[config.mk]
export PLATFORM = sky130hd
export DESIGN_NAME = fifo_reader
export DESIGN_NICKNAME = d
export VERILOG_FILES = /design/src/rtl/fifo_pkg.sv /design/src/rtl/fifo_reader_skid.sv /design/src/rtl/fifo_reader.sv
export SDC_FILE = /design/constraint.sdc
export NUM_CORES = 1
export LEC_CHECK = 0
export CAP_MARGIN = 0
export CORE_MARGIN = 3
export CORE_UTILIZATION = 47
export DETAILED_ROUTE_END_ITERATION = 10
export PLACE_DENSITY = 0.77
export SYNTH_ARGS = -nofsm -noshare
export SYNTH_HDL_FRONTEND = slang
export SYNTH_HIERARCHICAL = 1
export SYNTH_SLANG_ARGS = --single-unit
export TNS_END_PERCENT = 1
[constraint.sdc]
create_clock -name clk -period 2.3 [get_ports clk]
set_input_delay 0.23 -clock clk [delete_from_list [all_inputs] [get_ports clk]]
set_output_delay 0.23 -clock clk [all_outputs]
set_load 0.05 [all_outputs]
[src/rtl/fifo_pkg.sv]
// Defaults shared by the FIFO and its reader, plus the reader state encoding.
package fifo_pkg;
    localparam int FIFO_BITS  = 16;
    localparam int FIFO_DEPTH = 16;
    localparam int FIFO_CNT_W = 16;

    typedef enum logic [1:0] {
        ST_IDLE  = 2'd0,
        ST_RUN   = 2'd1,
        ST_FLUSH = 2'd2
    } rd_state_e;
endpackage

[src/rtl/fifo_reader_skid.sv]
// Two-entry in-order output buffer; entry 0 always drives the stream.
module fifo_reader_skid
    import fifo_pkg::*;
#(
    parameter int BITS = FIFO_BITS
) (
    input  logic            clk,
    input  logic            rst,
    input  logic            clear,
    input  logic            push,
    input  logic [BITS-1:0] din,
    input  logic            out_ready,
    output logic [BITS-1:0] out_data,
    output logic            out_valid,
    output logic [1:0]      occ
);
    logic [BITS-1:0] d0_q, d0_d, d1_q, d1_d;
    logic [1:0]      occ_q, occ_d;
    logic            take;

    assign take      = (occ_q != 2'd0) & out_ready;
    assign out_valid = (occ_q != 2'd0);
    assign out_data  = d0_q;
    assign occ       = occ_q;

    always_comb begin
        d0_d  = d0_q;
        d1_d  = d1_q;
        occ_d = occ_q;
        if (clear) begin
            occ_d = 2'd0;
        end else begin
            case (occ_q)
                2'd0: begin
                    if (push) begin
                        d0_d  = din;
                        occ_d = 2'd1;
                    end
                end
                2'd1: begin
                    case ({push, take})
                        2'b11: d0_d = din;
                        2'b10: begin
                            d1_d  = din;
                            occ_d = 2'd2;
                        end
                        2'b01: occ_d = 2'd0;
                        default: ;
                    endcase
                end
                default: begin
                    // Full: a new word can only land if the head leaves this cycle.
                    if (take) begin
                        d0_d = d1_q;
                        if (push) d1_d  = din;
                        else      occ_d = 2'd1;
                    end
                end
            endcase
        end
    end

    always_ff @(posedge clk or negedge rst) begin
        if (!rst) begin
            d0_q  <= '0;
            d1_q  <= '0;
            occ_q <= 2'd0;
        end else begin
            d0_q  <= d0_d;
            d1_q  <= d1_d;
            occ_q <= occ_d;
        end
    end
endmodule

[src/rtl/fifo_reader.sv]
// Pops a FWFT FIFO into a valid/ready stream, with flush and a popped-word counter.
//   state | meaning
//   IDLE  | no pops; buffered words still drain downstream
//   RUN   | pop while FIFO has data and buffer has room; count pops
//   FLUSH | pop and discard until FIFO empty; buffer cleared on entry
module fifo_reader
    import fifo_pkg::*;
#(
    parameter int BITS  = FIFO_BITS,
    parameter int CNT_W = FIFO_CNT_W
) (
    input  logic             clk,
    input  logic             rst,
    input  logic             en,
    input  logic             flush,
    input  logic             pndng,
    input  logic [BITS-1:0]  Dout,
    output logic             pop,
    output logic [BITS-1:0]  out_data,
    output logic             out_valid,
    input  logic             out_ready,
    output logic [CNT_W-1:0] word_cnt,
    output logic             flush_done,
    output logic             busy
);
    rd_state_e        state_q, state_d;
    logic [CNT_W-1:0] word_cnt_q;
    logic             flush_done_q;
    logic             skid_clear, skid_push;
    logic [1:0]       occ;

    always_ff @(posedge clk or negedge rst) begin
        if (!rst) state_q <= ST_IDLE;
        else      state_q <= state_d;
    end

    always_comb begin
        state_d = state_q;
        case (state_q)
            ST_IDLE:  if (flush) state_d = ST_FLUSH; else if (en)  state_d = ST_RUN;
            ST_RUN:   if (flush) state_d = ST_FLUSH; else if (!en) state_d = ST_IDLE;
            ST_FLUSH: if (!pndng && !flush) state_d = ST_IDLE;
            default:  state_d = ST_IDLE;
        endcase
    end

    always_comb begin
        pop        = 1'b0;
        busy       = 1'b0;
        skid_clear = (state_d == ST_FLUSH) && (state_q != ST_FLUSH);
        skid_push  = 1'b0;
        case (state_q)
            ST_RUN: begin
                pop       = pndng & (occ < 2'd2);
                skid_push = pop;
            end
            ST_FLUSH: begin
                pop  = pndng;
                busy = 1'b1;
            end
            default: ;
        endcase
    end

    always_ff @(posedge clk or negedge rst) begin
        if (!rst) begin
            word_cnt_q   <= '0;
            flush_done_q <= 1'b0;
        end else begin
            if ((state_q == ST_RUN) && pop && (word_cnt_q != '1))
                word_cnt_q <= word_cnt_q + 1'b1;
            flush_done_q <= (state_q == ST_FLUSH) && (state_d == ST_IDLE);
        end
    end

    assign word_cnt   = word_cnt_q;
    assign flush_done = flush_done_q;

    fifo_reader_skid #(.BITS(BITS)) u_skid (
        .clk       (clk),
        .rst       (rst),
        .clear     (skid_clear),
        .push      (skid_push),
        .din       (Dout),
        .out_ready (out_ready),
        .out_data  (out_data),
        .out_valid (out_valid),
        .occ       (occ)
    );
endmodule

[Word level (Yosys, flattened, before mapping)]
Index checks and enable logic that the tools add are counted.
W data, S select, Z words.
Storage, ports and cells
  bits in registers: 53
  input bits: 22
  output and inout bits: 36
  word-level logic and storage cells: 67
Operators by class
  $add $sub $neg: 1
  $lt $le $gt $ge: 1
  eq/ne operators: 15
  mux-type cells: 22
  bitwise logic cells: 4
  reduce and logical (&&, ||, !) cells: 18
Operators by type and width (number)
  $mux W16: 5
  $pmux W16 S2: 2
  $mux W2: 9
  $add A16 B1 Y16 const B: 1
  $ne A16 B16 Y1 const B: 1
  $eq A2 B2 Y1 const B: 4
  $ne A4 B4 Y1 const B: 2
  $pmux W2 S2: 2
  $reduce_and A4 Y1: 2
  $eq A2 B1 Y1 const B: 3
  $logic_not A2 Y1: 3
  $ne A2 B2 Y1 const B: 3
  $pmux W2 S3: 1
  $reduce_bool A2 Y1: 3
  $logic_and A1 B1 Y1: 5
  $reduce_and A5 Y1: 1
  $reduce_bool A4 Y1: 1
  $ne A3 B2 Y1 const B: 1
  $reduce_bool A3 Y1: 1
  $and A1 B1 Y1: 2
  $logic_not A1 Y1: 2
  $lt A2 B2 Y1 const B: 1
  $mux W1: 2
  $ne A2 B1 Y1 const B: 1
  2 further kinds: 3

[Logic depth before layout (Yosys ltp)]
  depth after elaboration: 8
  depth in mapped cells: 10
  depth with buffers taken out: 8

[Modules after synthesis]
Netlist, hierarchy kept.
Modules (own cells, without submodules)
  fifo_reader_skid: instances 1, cells an instance 182, area an instance 1803.0 um^2, seq. area each 850.8 um^2
  fifo_reader: instances 1, cells an instance 105, area an instance 1092.3 um^2, seq. area each 475.5 um^2

[Least setup slack after synthesis]
OpenSTA, ideal clock, no wires.
  path kind: register to register
  from: register state_q[0]
  to: register u_skid.d1_q[15]
  library setup time: 0.094 ns
  arrival: 2.815 ns
  data required time: 2.206 ns
  path slack: -0.608 ns
  stages on the path, launching flop included: 11
  path buffers: 2
  period minus slack after synthesis: 2.908 ns
  cells stage by stage: dfrtp_1 inv_1 ha_1 a22oi_1 a221o_1 nor3_1 nand2b_1 buf_6 clkbuf_1 o22ai_1 a211oi_1
Between the ends
  word-level cells in the longest chain between the ends: 7
  elaborated cells between the ends (all ways): 18
  those cells by class: eq/ne (6); mux (7); bitwise (1); reduce/logical (4)
Ends and longest elaborated chain
  from (decl): line fifo_reader.sv:26  | rd_state_e state_q, state_d;
  from (signal assigned): line fifo_reader.sv:34  | else state_q <= state_d;
  $mux W2, on equally long branches (2 in a row): line fifo_reader.sv:41, fifo_reader.sv:40
  $pmux W2 S3: line fifo_reader.sv:39  | case (state_q)
  $eq A2 B2 Y1: line fifo_reader.sv:50  | skid_clear = (state_d == ST_FLUSH) && (state_q != ST_FLUSH);
  $logic_and A1 B1 Y1 *: line fifo_reader.sv:50
  via skid_clear: line fifo_reader.sv:29  | logic skid_clear, skid_push;
  $not A1 Y1 (no line) *
  $reduce_and A5 Y1 (no line) *
  to (signal assigned): line fifo_reader_skid.sv:66  | d1_q <= '0;
  to (signal assigned): line fifo_reader_skid.sv:70  | d1_q <= d1_d;
  to (decl): line fifo_reader_skid.sv:17  | logic [BITS-1:0] d0_q, d0_d, d1_q, d1_d;
The timed path passes the listed nets; every way through them passes the cells marked *.
A chain may end at the register's enable or synchronous reset.

[Final worst setup path]
  from: register state_q[0]
  to: register u_skid.d1_q[0]
The elaborated chain is that of the path after synthesis.

==> results.json <==
{
  "max_freq_ghz": 0.436,
  "drt-vias-per-instance": 5.62,
  "fin_area_mm2": 0.00388,
  "p_sw_w": 0.00176,
  "synth_top_family_by_area": "compound AO/OA/AOI/OAI gates",
  "swShare": 0.422,
  "seq_area_frac_synth": 0.458,
  "grt_pass1_vias": 2436,
  "final.min_clock_period_ns": 2.29,
  "path_buf_inv": 1,
  "synth_compound_area_frac": 0.176,
  "place_area_mm2": 0.00369,
  "synth_async_sr_flop_share": 1.00,
  "grt_first_pass_wirelength_um": 11300,
  "worstSetupPathType": "flop to flop",
  "ys_top_cells_by_area": "dfrtp_1, mux2_2, nand2_1",
  "root_buffer": "clkbuf_8",
  "tns_ns": 0,
  "gr-total-overflow": 0,
  "worstPathCellList": "inv_2 > ha_4 > o31ai_1 > a221o_1 > nor3_2 > nand2b_2 > or3b_4 > o311ai_1",
  "synth_largest_area_cell": "dfrtp_1",
  "hold_class": "input pin to asynchronous set/reset pin",
  "irDropWorstVdd_uv": 652,
  "dieArea_mm2": 0.00714,
  "setup_viol": 0,
  "max_cap_violations": 0,
  "synth_ff_type": "dfrtp_1",
  "end_kind": "flop",
  "nets": 383,
  "wire_per_inst_um": 15.7,
  "syn-instance-count": 287,
  "cp_max_fo": 8,
  "fp-row-count": 27,
  "routabilityCongestion": 0.811,
  "antenna-diode-count": 0,
  "drtIter0Drc": 180,
  "muxShareOfSynthArea": 0.0748,
  "slew_headroom": 0.0720,
  "pre_cts_slack_ns": -0.0614,
  "fp.dieH_um": 84.5,
  "combPwrFrac": 0.528,
  "worst_ep_required_time_ns": 2.51,
  "synth_cell_types": 52,
  "drive_gt1_frac": 0.221,
  "hold_viol": 0,
  "synth_top_area_frac": 0.458,
  "netlist_area_mm2": 0.00290,
  "status": "completed",
  "grt_max_degree": 23,
  "cp.arrival_ns": 2.50,
  "critical_path.startpoint_type": "flop",
  "grt_use_total": 0.189,
  "clock_power_share": 0.124,
  "yosys_warnings": 6,
  "dr.pass1.iters": 4,
  "netlist_top_cells_count": "dfrtp_1, nand2_1, inv_1",
  "syn2layout_area_growth_pct": 34.2,
  "seq_area_mm2": 0.00133,
  "synth-xor-area-share": 0.0363,
  "pwr-share-seq": 0.349,
  "rsz0062_at_grt": "yes",
  "syn_nets": 314,
  "htree_levels": 2,
  "synth-edff-count": 0,
  "ant_nets": 0,
  "route.detailed.drc": 0,
  "slew_viol_final": 0,
  "utilization": 0.676,
  "coreArea_mm2": 0.00574,
  "worst_slew_pin_slew_ns": 1.39,
  "initial_core_util": 0.504,
  "clock_path_buffers": 2,
  "syn_area_per_cell_um2": 10.1,
  "fin_crit_sh": 0.996,
  "cts_sinks": 53,
  "p_int_w": 0.00242,
  "ioPinCount": 58,
  "io_buffers": 57,
  "cp_slowest_cell": "or3b_4",
  "ys_ff_latch": 53,
  "dp_hpwl_um": 4670,
  "clk_latency_ns": 0.31,
  "p_per_area_mw_per_mm2": 1080,
  "clk_pin_slew_ns": 0.10,
  "vias": 2413,
  "cts_made_buffers": 5,
  "cp_top_family": "simple AND/OR/NAND/NOR gates",
  "die_x_um": 84.5,
  "yosys.cell_count.top_type": "dfrtp_1",
  "wl_um": 6720,
  "antenna_found_initial": 0,
  "skew_ns": 0.0100,
  "fillers": 487,
  "setup_ws_ns": 0.00828,
  "cts_tree": "yes",
  "critPathMaxStageDelay_ns": 0.49,
  "yosys.area_share.simple": 0.172,
  "leakagePower_nw": 1.65,
  "multi_input_area_mm2": 0.00152,
  "synth_fa_ha_area_frac": 0.0216
}
-- placed cells by master (no fill, tap or decap), types with 6 or more instances in the layout --
cell type	instances
clkdlybuf4s50_1	54
dfrtp_1	52
nand2_1	36
inv_1	22
o21ai_0	18
buf_4	17
mux2_2	17
xor2_1	12
o311ai_1	12
o41ai_2	8
o41ai_1	7
a21oi_1	6
-- sequential cells by signal, summed over array words and instances, names as in the netlist --
name,count
state_q,2
word_cnt,16
flush_done,1
u_skid/out_data,16
u_skid/d1_q,16
u_skid/occ,2
-- metal layers --
| metal | track usage | vias up | share of wire |
|---|---|---|---|
| met5 | 0 | - | 0 |
| met4 | 0.0489 | 0 | 0.0091 |
| met2 | 0.307 | 82 | 0.48 |
| met3 | 0.0334 | 9 | 0.059 |
| li1 | - | 1183 | - |
| met1 | 0.262 | 1139 | 0.45 |
-- cell type report --
class                   instances  share of cell area
well taps                      72              0.0232
repair buffers                 78               0.199
clock buffers                   7              0.0196
multi-input cells             195               0.392
flip-flops and latches         53               0.342
clock inverters                 1             0.00193
inverters                      23              0.0222
-- power groups by stage --
stage	registers (W)	clock network [W]	logic, W
floorplan	0.00203	0	0.000804
global placement	0.00145	0	0.00210
detailed placement	0.00146	0	0.00213
CTS	0.00145	0.000531	0.00214
global route	0.00151	0.000570	0.00234
finish	0.00146	0.000517	0.00221
-- through the flow --
stage	hold slack [ns]	std cells	power, W
2_1_floorplan	-0.0656	287	0.00283
3_3_place_gp	0.171	419	0.00354
3_5_place_dp	0.178	419	0.00359
4_1_cts	0.379	428	0.00411
5_1_grt	0.405	429	0.00442
6_report	0.373	429	0.00418
-- final timing paths --
| kind | cells past startpoint | slack [ns] | end | start |
|---|---|---|---|---|
| worst max-delay path | 8 | 0.008 | u_skid/d1_q[0] | state_q[0] |
| worst min-delay path | 2 | 0.37 | u_skid/out_data[11] | rst |
| worst max register to register | 8 | 0.008 | u_skid/d1_q[0] | state_q[0] |
| worst min register to register | 1 | 0.50 | word_cnt[15] | word_cnt[15] |
| max in group asynchronous | 3 | 1.29 | word_cnt[14] | rst |
| min in group clk | 1 | 0.50 | word_cnt[15] | word_cnt[15] |
-- timing repair --
action	4_1_cts	5_1_grt
pin swaps	0	5
cloned	0	1
setup buffers	0	0
setup endpoints to repair	15	32
hold buffers	1	0
hold endpoints to repair	15	0
gates resized for setup	3	18
-- logic make-up after synthesis --
kind of cell | Yosys count
flip-flops | 53
multiplexers | 19
AND/OR/NAND/NOR | 88
XOR/XNOR | 12
adder cells (fa/ha/maj) | 5
buffers and inverters | 40
AO/OA/AOI/OAI | 70
(Power assumes the default switching activity.)
